$ cat config.mk
export PLATFORM = sky130hd
export DESIGN_NAME = ftq
export DESIGN_NICKNAME = d
export VERILOG_FILES = /design/src/rtl/config_pkg.sv /design/src/rtl/ftq_pkg.sv /design/src/rtl/ftq.sv
export SDC_FILE = /design/constraint.sdc
export NUM_CORES = 1
export LEC_CHECK = 0
export BUFFER_PORTS_ARGS = -buffer_cell sky130_fd_sc_hd__buf_2
export CAP_MARGIN = 20
export CORE_UTILIZATION = 60
export DETAILED_ROUTE_END_ITERATION = 10
export PLACE_DENSITY_LB_ADDON = 0.25
export SLEW_MARGIN = 15
export SYNTH_ARGS = -nofsm -noshare
export SYNTH_HDL_FRONTEND = slang
export SYNTH_SLANG_ARGS = --single-unit
$ cat constraint.sdc
create_clock -name clk_i -period 9.41 [get_ports clk_i]
set_clock_uncertainty 0.15 [all_clocks]
set_input_delay 1.4115 -clock clk_i [delete_from_list [all_inputs] [get_ports clk_i]]
set_output_delay 1.4115 -clock clk_i [all_outputs]
set_load 0.05 [all_outputs]
$ cat src/rtl/config_pkg.sv
// Project-wide elaborated configuration shared by the front-end blocks.
package config_pkg;

  typedef struct packed {
    int unsigned FTQ_DEPTH;
    int unsigned VLEN;
  } cfg_t;

  localparam cfg_t DefaultCfg = '{FTQ_DEPTH: 8, VLEN: 32};

endpackage

$ cat src/rtl/ftq_pkg.sv
// Fetch target queue helpers: entry sizing and wrap-bit pointer arithmetic.
package ftq_pkg;

  function automatic int unsigned entry_width(input int unsigned vlen);
    return 2 * vlen + 1;
  endfunction

  // Pointers carry an extra wrap bit, so they count modulo 2*depth.
  function automatic logic [31:0] ptr_inc(input logic [31:0] ptr, input int unsigned ptrW);
    return (ptr + 32'd1) & ((32'd1 << ptrW) - 32'd1);
  endfunction

  function automatic logic [31:0] ptr_dist(input logic [31:0] a, input logic [31:0] b,
                                           input int unsigned ptrW);
    return (a - b) & ((32'd1 << ptrW) - 32'd1);
  endfunction

endpackage

$ cat src/rtl/ftq.sv
// Fetch Target Queue: buffers predicted fetch blocks between the BPU and IFU
// and keeps them addressable by index until the backend commits them.
module ftq
  import ftq_pkg::*;
#(
  parameter config_pkg::cfg_t Cfg = config_pkg::DefaultCfg,
  localparam int unsigned DEPTH = Cfg.FTQ_DEPTH,
  localparam int unsigned VLEN  = Cfg.VLEN,
  localparam int unsigned IDX_W = $clog2(DEPTH),
  localparam int unsigned PTR_W = IDX_W + 1
) (
  input  logic             clk_i,
  input  logic             rst_ni,
  input  logic             bpu_valid_i,
  output logic             bpu_ready_o,
  input  logic [VLEN-1:0]  bpu_start_pc_i,
  input  logic             bpu_pred_taken_i,
  input  logic [VLEN-1:0]  bpu_pred_target_i,
  output logic             ifu_valid_o,
  input  logic             ifu_ready_i,
  output logic [VLEN-1:0]  ifu_start_pc_o,
  output logic [IDX_W-1:0] ifu_ftq_idx_o,
  input  logic             commit_valid_i,
  input  logic             flush_i,
  input  logic [IDX_W-1:0] flush_idx_i,
  input  logic [IDX_W-1:0] query_idx_i,
  output logic [VLEN-1:0]  query_pc_o,
  output logic [VLEN-1:0]  query_target_o,
  output logic [PTR_W-1:0] count_o
);

  typedef struct packed {
    logic [VLEN-1:0] start_pc;
    logic            pred_taken;
    logic [VLEN-1:0] pred_target;
  } ftq_entry_t;

  typedef struct packed {
    logic             wrap;
    logic [IDX_W-1:0] idx;
  } ftq_ptr_t;

  ftq_entry_t       r_entries [DEPTH];
  ftq_ptr_t         r_enqPtr, r_fetchPtr, r_commitPtr;
  ftq_ptr_t         w_enqNext, w_fetchNext, w_commitNext, w_keep;
  logic             w_full, w_enq, w_fetch, w_commit, w_fetchBeyond;
  logic [IDX_W-1:0] w_flushOff;

  assign w_full      = (r_enqPtr.idx == r_commitPtr.idx) && (r_enqPtr.wrap != r_commitPtr.wrap);
  assign bpu_ready_o = !w_full && !flush_i;
  assign ifu_valid_o = (r_fetchPtr != r_enqPtr) && !flush_i;

  assign w_enq    = bpu_valid_i && bpu_ready_o;
  assign w_fetch  = ifu_valid_o && ifu_ready_i;
  assign w_commit = commit_valid_i && (r_commitPtr != r_fetchPtr);

  // The flush index is taken relative to the oldest live entry, then one past it.
  assign w_flushOff    = flush_idx_i - r_commitPtr.idx;
  assign w_keep        = PTR_W'(ptr_inc(32'(r_commitPtr) + 32'(w_flushOff), PTR_W));
  assign w_fetchBeyond = ptr_dist(32'(r_fetchPtr), 32'(r_commitPtr), PTR_W)
                       > ptr_dist(32'(w_keep), 32'(r_commitPtr), PTR_W);

  always_comb begin
    w_enqNext    = r_enqPtr;
    w_fetchNext  = r_fetchPtr;
    w_commitNext = r_commitPtr;
    if (flush_i) begin
      w_enqNext = w_keep;
      if (w_fetchBeyond) w_fetchNext = w_keep;
    end else begin
      if (w_enq)   w_enqNext   = PTR_W'(ptr_inc(32'(r_enqPtr), PTR_W));
      if (w_fetch) w_fetchNext = PTR_W'(ptr_inc(32'(r_fetchPtr), PTR_W));
    end
    if (w_commit) w_commitNext = PTR_W'(ptr_inc(32'(r_commitPtr), PTR_W));
  end

  always_ff @(posedge clk_i or negedge rst_ni) begin
    if (!rst_ni) begin
      r_enqPtr    <= '0;
      r_fetchPtr  <= '0;
      r_commitPtr <= '0;
    end else begin
      r_enqPtr    <= w_enqNext;
      r_fetchPtr  <= w_fetchNext;
      r_commitPtr <= w_commitNext;
    end
  end

  always_ff @(posedge clk_i) begin
    if (w_enq) begin
      r_entries[r_enqPtr.idx] <= '{start_pc:    bpu_start_pc_i,
                                   pred_taken:  bpu_pred_taken_i,
                                   pred_target: bpu_pred_target_i};
    end
  end

  assign ifu_start_pc_o = r_entries[r_fetchPtr.idx].start_pc;
  assign ifu_ftq_idx_o  = r_fetchPtr.idx;
  assign query_pc_o     = r_entries[query_idx_i].start_pc;
  assign query_target_o = r_entries[query_idx_i].pred_target;
  assign count_o        = PTR_W'(ptr_dist(32'(r_enqPtr), 32'(r_commitPtr), PTR_W));

  a_commitFetched: assert property (@(posedge clk_i) disable iff (!rst_ni)
    commit_valid_i |-> (r_commitPtr != r_fetchPtr));

  a_flushInRange: assert property (@(posedge clk_i) disable iff (!rst_ni)
    flush_i |-> ({1'b0, w_flushOff} < count_o));

endmodule

# Word level (Yosys, flattened, before mapping)
# Memories as Yosys holds them, arrays and structs flattened.
# Cells that the tools add are included.
totals:
  regBits: 12
  latchBits: 0
  mem_bits_rw: 520
  mem_bits_ro: 0
  inputBits: 77
  out_inout_bits: 105
  mem_count: 1
classes:
  addsub: 9
  n_mul: 0
  n_div: 0
  order_cmp: 1
  eq_ne: 5
  shift: 0
  n_mux: 7
  bitwise: 0
  reduce_logical: 11
memory_table:
  columns: ["name", "words", "width", "rd", "rd_clocked_by_memory_dff", "wr", "line", "text"]
  rows:
  - ["r_entries", 8, 65, 2, 0, 1, "ftq.sv:43", "ftq_entry_t r_entries [DEPTH];"]
ops:
  columns: ["cell", "count"]
  rows:
  - ["$mux 4", 5]
  - ["$add 4x1->4 const B", 4]
  - ["$sub 4x4->4", 3]
  - ["$ne 4x4->1", 2]
  - ["$logic_and 1x1->1", 6]
  - ["$add 4x3->4", 1]
  - ["$gt 4x4->1", 1]
  - ["$reduce_bool 2->1", 2]
  - ["$eq 3x3->1", 1]
  - ["$sub 3x3->3", 1]
  - ["$logic_not 1->1", 2]
  - ["$mux 1", 2]
  - ["$ne 2x1->1 const B", 1]
  - ["$reduce_and 2->1", 1]
  - ["$ne 1x1->1", 1]

# Depth between registers and ports, before layout
# Gate-level depths: netlist (run 1).
logic_depth:
  depth_word: 7
  ltp_mapped: 17
  mapped_depth_nobuf: 17

# Worst setup path before layout (run 1)
# OpenSTA, ideal clock, no wires.
synth_timing:
  path_kind: "in2reg"
  startpoint: "input flush_i"
  endpoint: "memory r_entries[0][0] (netlist name) (enable)"
  setup_ps: 646
  t_arrival_ps: 8837
  t_required_ps: 8614
  slack_ps: -223
  stages: 4
  path_cell_list: "clkbuf_1 a21oi_1 nand2_1 nor4_1"
synth_between:
  elab_chain_cells: 5
synth_rtl:
  columns: ["element", "line", "text"]
  rows:
  - ["start, declared", "ftq.sv:24", "input logic flush_i,"]
  - ["$logic_not 1->1", "ftq.sv:50", "assign bpu_ready_o = !w_full && !flush_i;"]
  - ["$logic_and 1x1->1", "ftq.sv:50", null]
  - ["via bpu_ready_o", "ftq.sv:15", "output logic bpu_ready_o,"]
  - ["$logic_and 1x1->1", "ftq.sv:53", "assign w_enq = bpu_valid_i && bpu_ready_o;"]
  - ["$mux 1", "ftq.sv:90", "if (w_enq) begin"]
  - ["$mux 1 (not written as such)", "ftq.sv:91", "r_entries[r_enqPtr.idx] <= '{start_pc: bpu_start_pc_i,"]
  - ["end, declared", "ftq.sv:43", null]
# The timed path passes the listed nets, and every way through them passes these cells.

# Worst setup path in the final report (run 1)
layout_timing:
  startpoint: "input query_idx_i[1]"
  endpoint: "output query_pc_o[6]"
layout_between:
  elab_chain_cells: 1
layout_rtl:
  columns: ["element", "line", "text"]
  rows:
  - ["start, declared", "ftq.sv:26", "input logic [IDX_W-1:0] query_idx_i,"]
  - ["$mem_v2 8x65", null, null]
  - ["end, declared", "ftq.sv:27", "output logic [VLEN-1:0] query_pc_o,"]
# No other way between the ends.

==> out/metrics.yaml, run 1 <==
worst_setup_path:
  cp_cell_sequence: "buf_4 > buf_4 > mux4_2 > mux2_2 > buf_2"
  cp_num_buf_inv: 3
  crit_top_cell: "buf_4"
  worst-path-max-fanout: 67
  crit_end: "query_pc_o[6]"
  reg2reg_depth: 15
  slowest_stage: "buf_4"
  start_kind: "primary input"
  cp.arrival_ns: 4.10
  reg2reg_from: "r_commitPtr[1]"
  cp_data_required_time_ns: 7.85
  end_kind: "output pin"
  startpoint: "query_idx_i[1]"
  r2r-end: "ifu_ftq_idx_o[1]"
  critPathKind: "primary input to output pin"
  regToRegSetupSlack_ns: 5.04
  max_stage_delay_ns: 0.90
  critical-path-top-delay-family: "buffers and inverters"
  path_depth: 5
synth:
  syn_avg_cell_area_um2: 22.2
  synthAdderAreaFrac_pct: 1.57
  synth-main-ff-cell: "edfxtp_1"
  synth_top_family_by_area: "multiplexers"
  post-synth-top-area-cell: "edfxtp_1"
  synth.distinct_cells: 38
  async_flop_share_pct: 2.29
  post_synth_and_or_nand_nor_area_fraction_pct: 0.878
  synth_xor_area_share_pct: 0.822
  synth_area_um2: 22400
  synth-compound-area-share_pct: 0.806
  synth-edff-count: 512
  yosys_warnings: 0
  synth_commonest_cells: "edfxtp_1 (512), mux4_2 (192), mux2_2 (97), clkbuf_1 (32), buf_2 (22)"
  syn-num-nets: 1109
  synthMuxAreaShare_pct: 24.2
  yosysTopAreaCellShare_pct: 68.7
  yosysMostFrequentCell: "edfxtp_1"
  netlist_instances: 1007
  ys_seq_elements: 524
  synthTopCellsByArea: "edfxtp_1 (69%), mux4_2 (19%), mux2_2 (4.9%)"
  ys_seq_area_share_pct: 70.1
cells_and_area:
  area_growth_pct: 14.1
  nFillCells: 2256
  utilization_pct: 69.7
  nets: 1303
  drive_gt1_share_pct: 47.0
clock_network:
  cts-buffers-inserted: 51
  cts.sinks: 524
  path_clk_slew_ns: 0.06
  h-tree-depth: 2
  postCtsSetupBuffers: 0
  cts-root-buf: "clkbuf_16"
  clkLatencyLatePin_ns: 0.57
  cts_tree: "yes"
  hold_buffers: 0
  max-clock-path-buffers: 3
  cts.repair.resized: 0
worst_hold_path:
  holdCritPathClass: "register to register"
floorplan:
  top_level_ports: 182
  rows: 70
  die_w_um: 195
  dieArea_um2: 38100
  die_h_um: 195
  core-area_um2: 36600
  initial_core_util_pct: 61.1
run:
  max-cap-violations: 0
run_status:
  status: "complete, no violations"
route:
  wl_um: 45200
  detail-route-antenna-nets: 0
  dr_total_vias: 10900
  first_pass_iters: 5
  vias_per_cell: 6.34
  drtIter0Drc: 664
  drc: 0
  routedWlPerCell_um: 26.4
timing:
  finalHoldViolations: 0
  min_period_ns: 5.66
  clock.fmax_ghz: 0.177
  tightest_slew_ns: 0.997
  finalSetupViolCount: 0
  timing.max_slew.rel_slack_pct: 33.6
  finalCritPeriodShare_pct: 60.1
  drv_slew: 0
  fin_ws_ns: 3.75
  rsz0062_at_grt: "false"
power:
  powerDensity_nw_per_um2: 292
  leakage_nw: 8.50
  ir_drop_v: 0.000198
grt:
  overflow: 0
  grt_max_degree: 68
  first_global_vias: 11300
  grtUsageTotal_pct: 24.4
  antenna_found_initial: 4
  grt_pass1_wl_um: 67600
placed_design:
  dp_hpwl_um: 24700
  gp_congestion: 0.768
  pre_cts_slack_ns: 3.66
  port_buffers: 180
-- worst register-to-register path, cell delays in order (launching register included) --
cell and delay, ns:
dfrtp_1 0.61, inv_1 0.26, fa_1 0.45, xor2_1 0.16, xnor2_1 0.13, ha_1 0.33
xor2_1 0.29, ha_1 0.32, a21oi_1 0.16, xnor2_1 0.09, ha_1 0.34, nand4_1 0.09
nand2_1 0.05, a21oi_1 0.36, nor2_1 0.16, mux2_2 0.29
-- cell families after synthesis --
logic type	after synthesis
buffers and inverters	83
and+or+nand+nor	38
muxes	289
adders and majority gates	25
xor gates and xnor gates	21
DFF	524
AOI/OAI and AO/OA	27
-- metrics by stage --
step | hold WS, ns | instances | power, mW | TNS, ns | instance area, um2
global route | 0.466 | 1712 | 7.79 | 0 | 25500
global placement | 0.412 | 1615 | 5.44 | 0 | 23800
detailed placement | 0.425 | 1616 | 5.49 | 0 | 23800
floorplan | 0.375 | 1007 | 4.92 | -57.09 | 22400
finish | 0.429 | 1716 | 7.46 | 0 | 25500
CTS | 0.432 | 1711 | 7.53 | 0 | 25500
-- where the power goes --
| part | internal [mW] | total [mW] | leakage (nW) | switching (mW) |
|---|---|---|---|---|
| combinational | 0.917 | 2.47 | 2.91 | 1.55 |
| sequential | 2.78 | 2.95 | 4.76 | 0.164 |
| clock | 1.21 | 2.04 | 0.827 | 0.834 |
| total | 4.91 | 7.46 | 8.50 | 2.55 |
-- worst min-delay path by stage --
| stage | startpoint | endpoint | slack, ns | depth (start not counted) |
|---|---|---|---|---|
| CTS | r_commitPtr[2] | r_commitPtr[2] | 0.43 | 1 |
| finish | r_commitPtr[2] | r_commitPtr[2] | 0.43 | 1 |
| global route | r_commitPtr[3] | r_commitPtr[3] | 0.47 | 1 |
| floorplan | r_commitPtr[2] | r_commitPtr[2] | 0.37 | 1 |
| global placement | r_commitPtr[2] | r_commitPtr[2] | 0.41 | 1 |
| detailed placement | r_commitPtr[3] | r_commitPtr[3] | 0.42 | 1 |
-- flip-flops by register name, indices dropped and copies added (netlist names) --
signal         count
r_fetchPtr         1
r_entries        512
r_commitPtr        4
ifu_ftq_idx_o      3
r_enqPtr           4
-- metal layers --
metal / GRT usage, % / vias to the layer above / wire length [um]
met1: 32.2 / 5785 / 18100
li1: - / 4673 / -
met3: 4.94 / 67 / 2960
met2: 40.9 / 344 / 23000
met4: 8.34 / 4 / 1150
met5: 0 / - / 27
-- layout make-up --
type                    instances  area [um2]  area share (%)
flip-flops and latches        524       15700            61.4
multi-input cells             400        6370            25.0
clock buffers                  61        1340            5.23
repair buffers                203        1100            4.31
well taps                     468         586            2.29
clock inverters                34         360            1.41
inverters                      21        78.8           0.309
diodes                          5        12.5          0.0490
-- placed cells by master (no fill, tap or decap), drive strengths merged, types with 2 or more instances in the layout --
cell type | netlist | layout
bufinv | 0 | 7
clkbuf | 32 | 62
edfxtp | 512 | 512
fa | 5 | 5
mux4 | 192 | 192
nor3 | 5 | 5
a21o | 3 | 3
a31oi | 2 | 2
inv | 21 | 22
a21oi | 9 | 9
a211oi | 3 | 3
xnor2 | 7 | 7
and2 | 2 | 2
nand4 | 2 | 2
buf | 30 | 202
xor2 | 14 | 14
o21ai | 4 | 4
mux2 | 97 | 97
nand3 | 2 | 2
nor2 | 6 | 6
nor2b | 2 | 2
nor4 | 5 | 5
dfrtp | 12 | 12
clkinvlp | 0 | 3
diode | 0 | 5
nand2 | 10 | 10
ha | 20 | 20
clkinv | 0 | 23
(Power assumes the default switching activity.)
==> run 2, diff against run 1 <==
--- a/config.mk
+++ b/config.mk
@@ -7,7 +7,7 @@
 export LEC_CHECK = 0
 export BUFFER_PORTS_ARGS = -buffer_cell sky130_fd_sc_hd__buf_2
 export CAP_MARGIN = 20
-export CORE_UTILIZATION = 60
+export CORE_UTILIZATION = 54
 export DETAILED_ROUTE_END_ITERATION = 10
 export PLACE_DENSITY_LB_ADDON = 0.25
 export SLEW_MARGIN = 15
==> constraint.sdc (replaced) <==
create_clock -name clk_i -period 5.07 [get_ports clk_i]
set_clock_uncertainty 0.15 [all_clocks]
set_input_delay 0.7605 -clock clk_i [delete_from_list [all_inputs] [get_ports clk_i]]
set_output_delay 0.7605 -clock clk_i [all_outputs]
set_load 0.05 [all_outputs]
==> out/metrics.yaml, run 2 (synthesis results as in run 1) <==
placed_design:
  gp_congestion: 0.785
  place_area_um2: 24100
  pre_cts_slack_ns: 0.568
  dp_hpwl_um: 24400
  port_buffers: 180
power:
  power_frac_comb_pct: 34.2
  leakage_nw: 8.49
  p_clk_share_pct: 26.1
  intPower_mw: 8.91
  swShare_pct: 34.7
  seqPwrFrac_pct: 39.8
  switchingPower_mw: 4.75
  powerDensity_nw_per_um2: 532
  ir_drop_v: 0.000443
worst_setup_path:
  r2r-end: "ifu_ftq_idx_o[1]"
  cp_data_required_time_ns: 5.41
  start_kind: "register"
  critPathKind: "register to register"
  startpoint: "r_commitPtr[1]"
  reg2reg_from: "r_commitPtr[1]"
  worst-path-max-fanout: 8
  cp.arrival_ns: 4.65
  regToRegSetupSlack_ns: 0.76
  end_kind: "register"
  reg2reg_depth: 15
timing:
  tightest_slew_ns: 0.918
  min_period_ns: 4.31
  fin_ws_ns: 0.757
  rsz0062_at_grt: "false"
  finalCritPeriodShare_pct: 85.1
  timing.max_slew.rel_slack_pct: 38.7
  finalSetupViolCount: 0
  clock.fmax_ghz: 0.232
  finalHoldViolations: 0
  drv_slew: 0
cells_and_area:
  utilization_pct: 62.9
  drive_gt1_share_pct: 46.2
  top_register: "r_entries"
  post-route-cell-area_um2: 25700
  largestRegisters: "r_entries: 512 flops, r_commitPtr: 4 flops, r_enqPtr: 4 flops"
  nFillCells: 2799
  final_common_cell: "edfxtp_1"
  multi_input_area_um2: 6410
  seqCellArea_um2: 15700
  area_growth_pct: 14.8
  largest_reg_flops: 512
  nets: 1306
  mostFrequentLayoutCells: "edfxtp_1 (512), mux4_2 (192), buf_2 (177), mux2_2 (97), clkbuf_16 (53)"
floorplan:
  die_w_um: 206
  initial_core_util_pct: 54.8
  core-area_um2: 40800
  die_h_um: 206
  top_level_ports: 182
  dieArea_um2: 42200
  rows: 74
clock_network:
  clkLatencyLatePin_ns: 0.60
  postCtsSetupBuffers: 0
  cts-root-buf: "clkbuf_16"
  h-tree-depth: 2
  cts_tree: "yes"
  cts-buffers-inserted: 52
  path_clk_slew_ns: 0.06
  hold_buffers: 1
  cts.repair.resized: 0
  max-clock-path-buffers: 3
  cts.sinks: 524
route:
  drc: 0
  drtIter0Drc: 757
  first_pass_iters: 5
  routedWlPerCell_um: 25.2
  detail-route-antenna-nets: 0
  dr_total_vias: 10800
  wl_um: 44900
  vias_per_cell: 6.03
worst_hold_path:
  min_from: "bpu_start_pc_i[24]"
  min_path_cells: 1
  holdCritPathClass: "primary input to register"
  whs_endpoint: "r_entries[7][57]"
grt:
  antenna_found_initial: 5
  first_global_vias: 11600
  overflow: 0
  grt_max_degree: 65
  grt_pass1_wl_um: 68100
  grtUsageTotal_pct: 22.2
run_status:
  status: "complete, no violations"
run:
  max-cap-violations: 0
## run 2: changes by cell type in the layout (fill, tap and decap cells not counted), sizes merged
cell         delta
buf             +1
bufinv          -5
clkbuf          +8
clkinv          +1
clkinvlp        -2
diode           -2
dlygate4sd3     +1
inv             +1
## run 2: worst max-delay path by stage
| stage | slack (ns) | depth (start not counted) | to |
|---|---|---|---|
| after floorplan | -1.80 | 6 | r_entries[4][0] |
| after global placement | 0.65 | 18 | ifu_ftq_idx_o[1] |
| after CTS | 0.76 | 15 | ifu_ftq_idx_o[1] |
| after detailed placement | 0.57 | 18 | ifu_ftq_idx_o[1] |
| final | 0.76 | 15 | ifu_ftq_idx_o[1] |
| after global routing | 0.41 | 15 | ifu_ftq_idx_o[1] |
## run 2: worst max-delay path, stage by stage (launching register included)
cell     delay [ns]
dfrtp_1        0.60
inv_1          0.25
fa_1           0.45
xor2_1         0.16
xnor2_1        0.13
ha_1           0.32
xor2_1         0.23
ha_1           0.30
a21oi_1        0.16
xnor2_1        0.08
ha_1           0.34
nand4_1        0.09
nand2_1        0.06
a21oi_1        0.41
nor2_1         0.17
mux2_2         0.30
## run 2: area by class of cell
type                    count  area share (%)
flip-flops and latches    524            61.1
multi-input cells         400            25.0
clock buffers              69            5.40
repair buffers            205            4.89
well taps                 532            2.59
clock inverters            29           0.731
inverters                  21           0.307
diodes                      3          0.0292
## run 2: metrics by stage
step	hold slack (ns)	total power, mW	setup TNS, ns	instances
global placement	0.407	10.1	0	1681
floorplan	0.315	9.12	-748.44	1007
detailed placement	0.411	10.2	0	1681
finish	0.283	13.7	0	1783
CTS	0.251	13.8	0	1780
global route	0.282	14.3	0	1780
## run 2: layer usage
layer / wire length [um] / part of all wire [%] / global-route usage [%] / vias up
li1: - / - / - / 4697
met1: 18400 / 41 / 29.4 / 5723
met2: 22700 / 50 / 37.4 / 266
met3: 2970 / 6.6 / 4.43 / 66
met4: 859 / 1.9 / 6.51 / 6
met5: 41 / 0.091 / 0 / -
## run 2: power by group through the flow
| stage | Sequential (mW) | Combinational [mW] | Clock [mW] |
|---|---|---|---|
| global placement | 5.50 | 4.64 | 0 |
| finish | 5.43 | 4.67 | 3.56 |
| floorplan | 5.40 | 3.72 | 0 |
| global route | 5.48 | 5.05 | 3.79 |
| CTS | 5.44 | 4.72 | 3.63 |
| detailed placement | 5.53 | 4.70 | 0 |
